[src/rtl/calc_pkg.sv]
// Shared types and constants for the RPN calculator controller and its ALU.
package calc_pkg;

  typedef enum logic [1:0] {
    OP_ADD = 2'b00,
    OP_SUB = 2'b01,
    OP_MUL = 2'b10,
    OP_ILL = 2'b11
  } op_t;

  typedef enum logic [2:0] {
    S_IDLE,
    S_PUSH,
    S_POP,
    S_EXEC,
    S_WRES
  } state_t;

  localparam logic [1:0] ERR_NONE  = 2'b00;
  localparam logic [1:0] ERR_UNDER = 2'b01;
  localparam logic [1:0] ERR_OVER  = 2'b10;
  localparam logic [1:0] ERR_ILL   = 2'b11;

endpackage

[src/rtl/calc_alu.sv]
// Combinational ALU: y = a <op> b, with a the older stack operand.
// Results wrap to WIDTH bits; low bits of a product are sign-agnostic.
module calc_alu
  import calc_pkg::*;
#(
  parameter int WIDTH = 36
) (
  input  logic [WIDTH-1:0] a,
  input  logic [WIDTH-1:0] b,
  input  logic [1:0]       op,
  output logic [WIDTH-1:0] y
);

  always_comb begin
    y = '0;
    case (op)
      OP_ADD:  y = a + b;
      OP_SUB:  y = a - b;
      OP_MUL:  y = a * b;
      default: y = '0;
    endcase
  end

endmodule

[src/rtl/rpn_ctrl.sv]
// RPN sequencing controller: accepts tokens, drives the operand stack and
// runs pop/execute/push-back for each operator, with a sticky error flag.
module rpn_ctrl
  import calc_pkg::*;
#(
  parameter int WIDTH = 36,
  parameter int DEPTH = 10
) (
  input  logic             clk,
  input  logic             reset,
  input  logic             tok_valid,
  output logic             tok_ready,
  input  logic             tok_is_op,
  input  logic [1:0]       tok_op,
  input  logic [WIDTH-1:0] tok_data,
  output logic [WIDTH-1:0] stk_d,
  output logic             stk_push,
  output logic             stk_pop,
  input  logic [WIDTH-1:0] stk_q1,
  input  logic [WIDTH-1:0] stk_q2,
  input  logic [9:0]       stk_ptr,
  output logic [WIDTH-1:0] result,
  output logic             result_valid,
  output logic             err,
  output logic [1:0]       err_code,
  input  logic             clr_err
);

  state_t           state_reg, state_next;
  logic [WIDTH-1:0] operand_reg;
  logic [1:0]       op_reg;
  logic [WIDTH-1:0] result_reg;
  logic             err_reg;
  logic [1:0]       err_code_reg;
  logic [WIDTH-1:0] alu_y;

  logic             idle_ready;
  logic             load_operand;
  logic             load_op;
  logic             err_set;
  logic [1:0]       err_code_set;

  calc_alu #(.WIDTH(WIDTH)) u_alu (
    .a  (stk_q2),
    .b  (stk_q1),
    .op (op_reg),
    .y  (alu_y)
  );

  always_comb begin
    state_next   = state_reg;
    idle_ready   = 1'b0;
    stk_push     = 1'b0;
    stk_pop      = 1'b0;
    stk_d        = '0;
    result_valid = 1'b0;
    load_operand = 1'b0;
    load_op      = 1'b0;
    err_set      = 1'b0;
    err_code_set = ERR_NONE;
    case (state_reg)
      S_IDLE: begin
        idle_ready = 1'b1;
        if (tok_valid) begin
          // Rejected tokens are consumed in place so errors cost no cycles.
          if (!tok_is_op) begin
            if (stk_ptr < 10'(DEPTH - 1)) begin
              load_operand = 1'b1;
              state_next   = S_PUSH;
            end else begin
              err_set      = 1'b1;
              err_code_set = ERR_OVER;
            end
          end else if (tok_op == OP_ILL) begin
            err_set      = 1'b1;
            err_code_set = ERR_ILL;
          end else if (stk_ptr < 10'd2) begin
            err_set      = 1'b1;
            err_code_set = ERR_UNDER;
          end else begin
            load_op    = 1'b1;
            state_next = S_POP;
          end
        end
      end
      S_PUSH: begin
        stk_push   = 1'b1;
        stk_d      = operand_reg;
        state_next = S_IDLE;
      end
      S_POP: begin
        stk_pop    = 1'b1;
        state_next = S_EXEC;
      end
      S_EXEC: begin
        state_next = S_WRES;
      end
      S_WRES: begin
        stk_push     = 1'b1;
        stk_d        = result_reg;
        result_valid = 1'b1;
        state_next   = S_IDLE;
      end
      default: state_next = S_IDLE;
    endcase
  end

  // Ready is held low while reset is asserted, even though state is IDLE.
  assign tok_ready = idle_ready && !reset;
  assign result    = result_reg;
  assign err       = err_reg;
  assign err_code  = err_code_reg;

  always_ff @(posedge clk or posedge reset) begin
    if (reset) begin
      state_reg    <= S_IDLE;
      operand_reg  <= '0;
      op_reg       <= 2'b00;
      result_reg   <= '0;
      err_reg      <= 1'b0;
      err_code_reg <= ERR_NONE;
    end else begin
      state_reg <= state_next;
      if (load_operand) operand_reg <= tok_data;
      if (load_op)      op_reg      <= tok_op;
      if (state_reg == S_EXEC) result_reg <= alu_y;
      // A fresh error takes priority over a simultaneous clear.
      if (err_set) begin
        err_reg      <= 1'b1;
        err_code_reg <= err_code_set;
      end else if (clr_err) begin
        err_reg      <= 1'b0;
        err_code_reg <= ERR_NONE;
      end
    end
  end

endmodule

[config.mk]
export PLATFORM = sky130hd
export DESIGN_NAME = rpn_ctrl
export DESIGN_NICKNAME = d
export VERILOG_FILES = /design/src/rtl/calc_pkg.sv /design/src/rtl/calc_alu.sv /design/src/rtl/rpn_ctrl.sv
export SDC_FILE = /design/constraint.sdc
export NUM_CORES = 2
export LEC_CHECK = 0
export CAP_MARGIN = 10
export CORE_ASPECT_RATIO = 0.7
export CORE_MARGIN = 5
export CORE_UTILIZATION = 40
export CTS_CLUSTER_DIAMETER = 40
export CTS_CLUSTER_SIZE = 25
export DETAILED_ROUTE_END_ITERATION = 16
export GPL_TIMING_DRIVEN = 1
export PLACE_DENSITY = 0.56
export SYNTH_ARGS = -nofsm -noshare
export SYNTH_HDL_FRONTEND = slang
export SYNTH_SLANG_ARGS = --single-unit
[constraint.sdc]
create_clock -name clk -period 5.5 [get_ports clk]
set_input_delay 0.825 -clock clk [delete_from_list [all_inputs] [get_ports clk]]
set_output_delay 0.825 -clock clk [all_outputs]
set_load 0.02 [all_outputs]
==> impl_metrics.json <==
{
  "die_width_um": 317,
  "antenna_cells": 0,
  "clk_root_buffer_cell": "clkbuf_16",
  "drive_above_1_share": 0.252,
  "cts_buffer_depth": 2,
  "setup_slack_ps": -2030,
  "synth.lib_cells_used.distinct": 71,
  "period_minus_slack_ps": 7530,
  "max-cap-violations": 0,
  "hold_violations": 0,
  "overflow": 0,
  "final.setup.tns_ps": -35540,
  "slowest_delay_ps": 600,
  "port_buffers": 203,
  "worstHoldPathType": "flip-flop to flip-flop",
  "r2r_setup_slack_ps": 780,
  "antenna_left": 0,
  "met2_length_um": 45800,
  "async_flop_share": 1.00,
  "synth_area_leaders": "fa_1 (41%), inv_1 (9.0%), ha_1 (8.5%)",
  "wl_met1_um": 46700,
  "grt_pass1_wl_um": 162000,
  "synth_top_area_share": 0.407,
  "synth_area_mm2": 0.0263,
  "insertion_delay_ps": 350,
  "vias_per_cell": 5.25,
  "ys.flop_type": "dfrtp_1",
  "cp-start-kind": "primary input",
  "core_mm2": 0.0650,
  "top_layer": "met4",
  "hold_buffers": 0,
  "fp-row-count": 78,
  "worstSetupPathType": "primary input to flip-flop",
  "period_share": 1.37,
  "ys_ff_latch": 80,
  "fp.dieArea_mm2": 0.0711,
  "yosys_warnings": 0,
  "setup_viol": 24,
  "hpwlAfterDp_um": 80500,
  "synth_edf_count": 0,
  "syn_avg_cell_area_um2": 8.85,
  "area_growth_pct": 36.7,
  "cp.required_ps": 5730,
  "grt_start_max_net_pins": 62,
  "critPathMostFrequentCell": "fa_1",
  "nNetsFinal": 4373,
  "pre_cts_slack_ps": -2780,
  "post-synth-top-area-cell": "fa_1",
  "maxSlewHeadroom": 0.296,
  "slew_viol_final": 0,
  "dr_total_vias": 23200,
  "cts_made_buffers": 9,
  "h-tree-depth": 3,
  "drc_errors": 0,
  "die_h_um": 225,
  "ios": 204,
  "synth_cells": 2974,
  "violations": "setup timing",
  "clkSinkCount": 80,
  "initial_core_util": 0.405,
  "cts_tree": "built",
  "rsz0062_at_grt": "yes",
  "syn-num-nets": 3813,
  "drt_iter0_markers": 2039,
  "status": "finished with violations",
  "crit_fanout": 7,
  "gp_congestion": 0.963,
  "avgRoutedWirePerCell_um": 24.4,
  "tightest_slew_ps": 1060,
  "grt_pass1_vias": 25100,
  "slowest_stage": "fa_1",
  "cp.arrival_ps": 7750,
  "endpoint_kind": "flip-flop",
  "cts.clk_slew.worst_paths_ps": 60,
  "ys_seq_area_frac": 0.0761,
  "antenna_found_initial": 7,
  "max_freq_mhz": 133,
  "grt_usage": 0.305,
  "finClkSkew_ps": 8.37,
  "first_pass_iters": 13,
  "wl_um": 108000,
  "wl_met3_um": 12000
}
-- layer usage --
metal | track usage | up-vias
met2 | 0.453 | 1063
met3 | 0.0979 | 181
li1 | - | 10100
met5 | 0 | -
met1 | 0.441 | 11900
met4 | 0.0650 | 0
-- final cells by class --
cell class                      count  area (µm²)
Clock buffer                       10         229
Sequential cell                    80        2000
Timing Repair Buffer              711        7740
Multi-Input combinational cell   2101       22500
Clock inverter                      4        47.5
Inverter                          631        2370
Fill cell                        5811       29000
Tap cell                          880        1100
-- logic make-up after synthesis --
family | share of synthesized area
adder cells (fa/ha/maj) | 0.492
multiplexers | 0.0162
AND/OR/NAND/NOR | 0.170
flip-flops | 0.0761
buffers and inverters | 0.114
AO/OA/AOI/OAI | 0.0800
XOR/XNOR | 0.0519
-- through the flow --
stage	instances	utilization	instance area (µm²)	hold WS, ps
global route	4417	0.553	36000	512
finish	4417	0.553	36000	489
detailed placement	4268	0.503	32700	480
floorplan	2974	-	27100	480
CTS	4393	0.545	35400	494
global placement	4268	0.503	32700	466
-- worst max-delay path: cells and delay by family --
family | cells | cell delay, ps
xor+xnor | 1 | 120
simple gates | 3 | 300
compound gates | 6 | 1180
buf+inv | 10 | 1050
fa+ha+maj | 9 | 4300
-- placed cells by master (no fill, tap or decap), types with 13 or more instances in the layout --
master,n
inv_1,577
fa_1,483
buf_4,357
nand2_1,354
and2_1,321
clkdlybuf4s50_1,150
ha_1,141
xnor2_1,101
dfrtp_1,80
buf_12,77
nor2_1,59
inv_2,53
a21oi_1,53
fa_2,52
buf_6,52
xor2_1,40
a22o_1,37
mux2_2,36
and2_4,34
o21ai_0,31
ha_4,26
o21a_1,22
a21o_1,22
nor3_1,21
buf_16,20
nand2_2,19
o21ai_1,18
bufbuf_16,16
dlygate4sd2_1,13
-- timing repair --
| item | CTS | global route |
|---|---|---|
| cloned | 33 | 0 |
| hold endpoints to repair | 0 | 0 |
| resized for setup | 451 | 91 |
| setup endpoints to repair | 27 | 26 |
| buffers inserted | 84 | 26 |
| pin swaps | 200 | 51 |
-- synth_stat cells (all sizes together) (3+ instances only) --
library cell  count
mux2             36
dfrtp            80
or3               5
nor4              5
o21ai            59
nand2b           11
and2            355
nor2             66
a32oi             4
nor2b             8
o21a             23
o31a              3
o31ai            13
o221ai           10
and3              5
or4               3
xnor2           113
a22oi             6
a211oi            8
a221o             3
nand2           376
clkbuf          151
a211o             3
a22o             37
a21o             22
nand3            12
inv             631
buf              11
nor3             27
nand4             4
a31oi            14
ha              179
or2               4
o21bai            5
xor2             42
a221oi            3
o211ai            8
nor3b             5
fa              535
a21oi            68
-- final timing paths --
path / start / end / cells past startpoint
min in group asynchronous: reset / operand_reg[25]$_DFFE_PP0P_ / 2
hold reg to reg: err$_DFFE_PP0P_ / err$_DFFE_PP0P_ / 1
setup reg to reg: op_reg[0]$_DFFE_PP0P_ / result[34]$_DFFE_PP0P_ / 18
max in group asynchronous: reset / operand_reg[11]$_DFFE_PP0P_ / 3
setup / recovery: stk_q1[9] / result[35]$_DFFE_PP0P_ / 29
hold / removal: err$_DFFE_PP0P_ / err$_DFFE_PP0P_ / 1
Power is left out: the tool's default activity adds up to more than one toggle a clock period on the data nets, which glitch-free logic cannot reach.
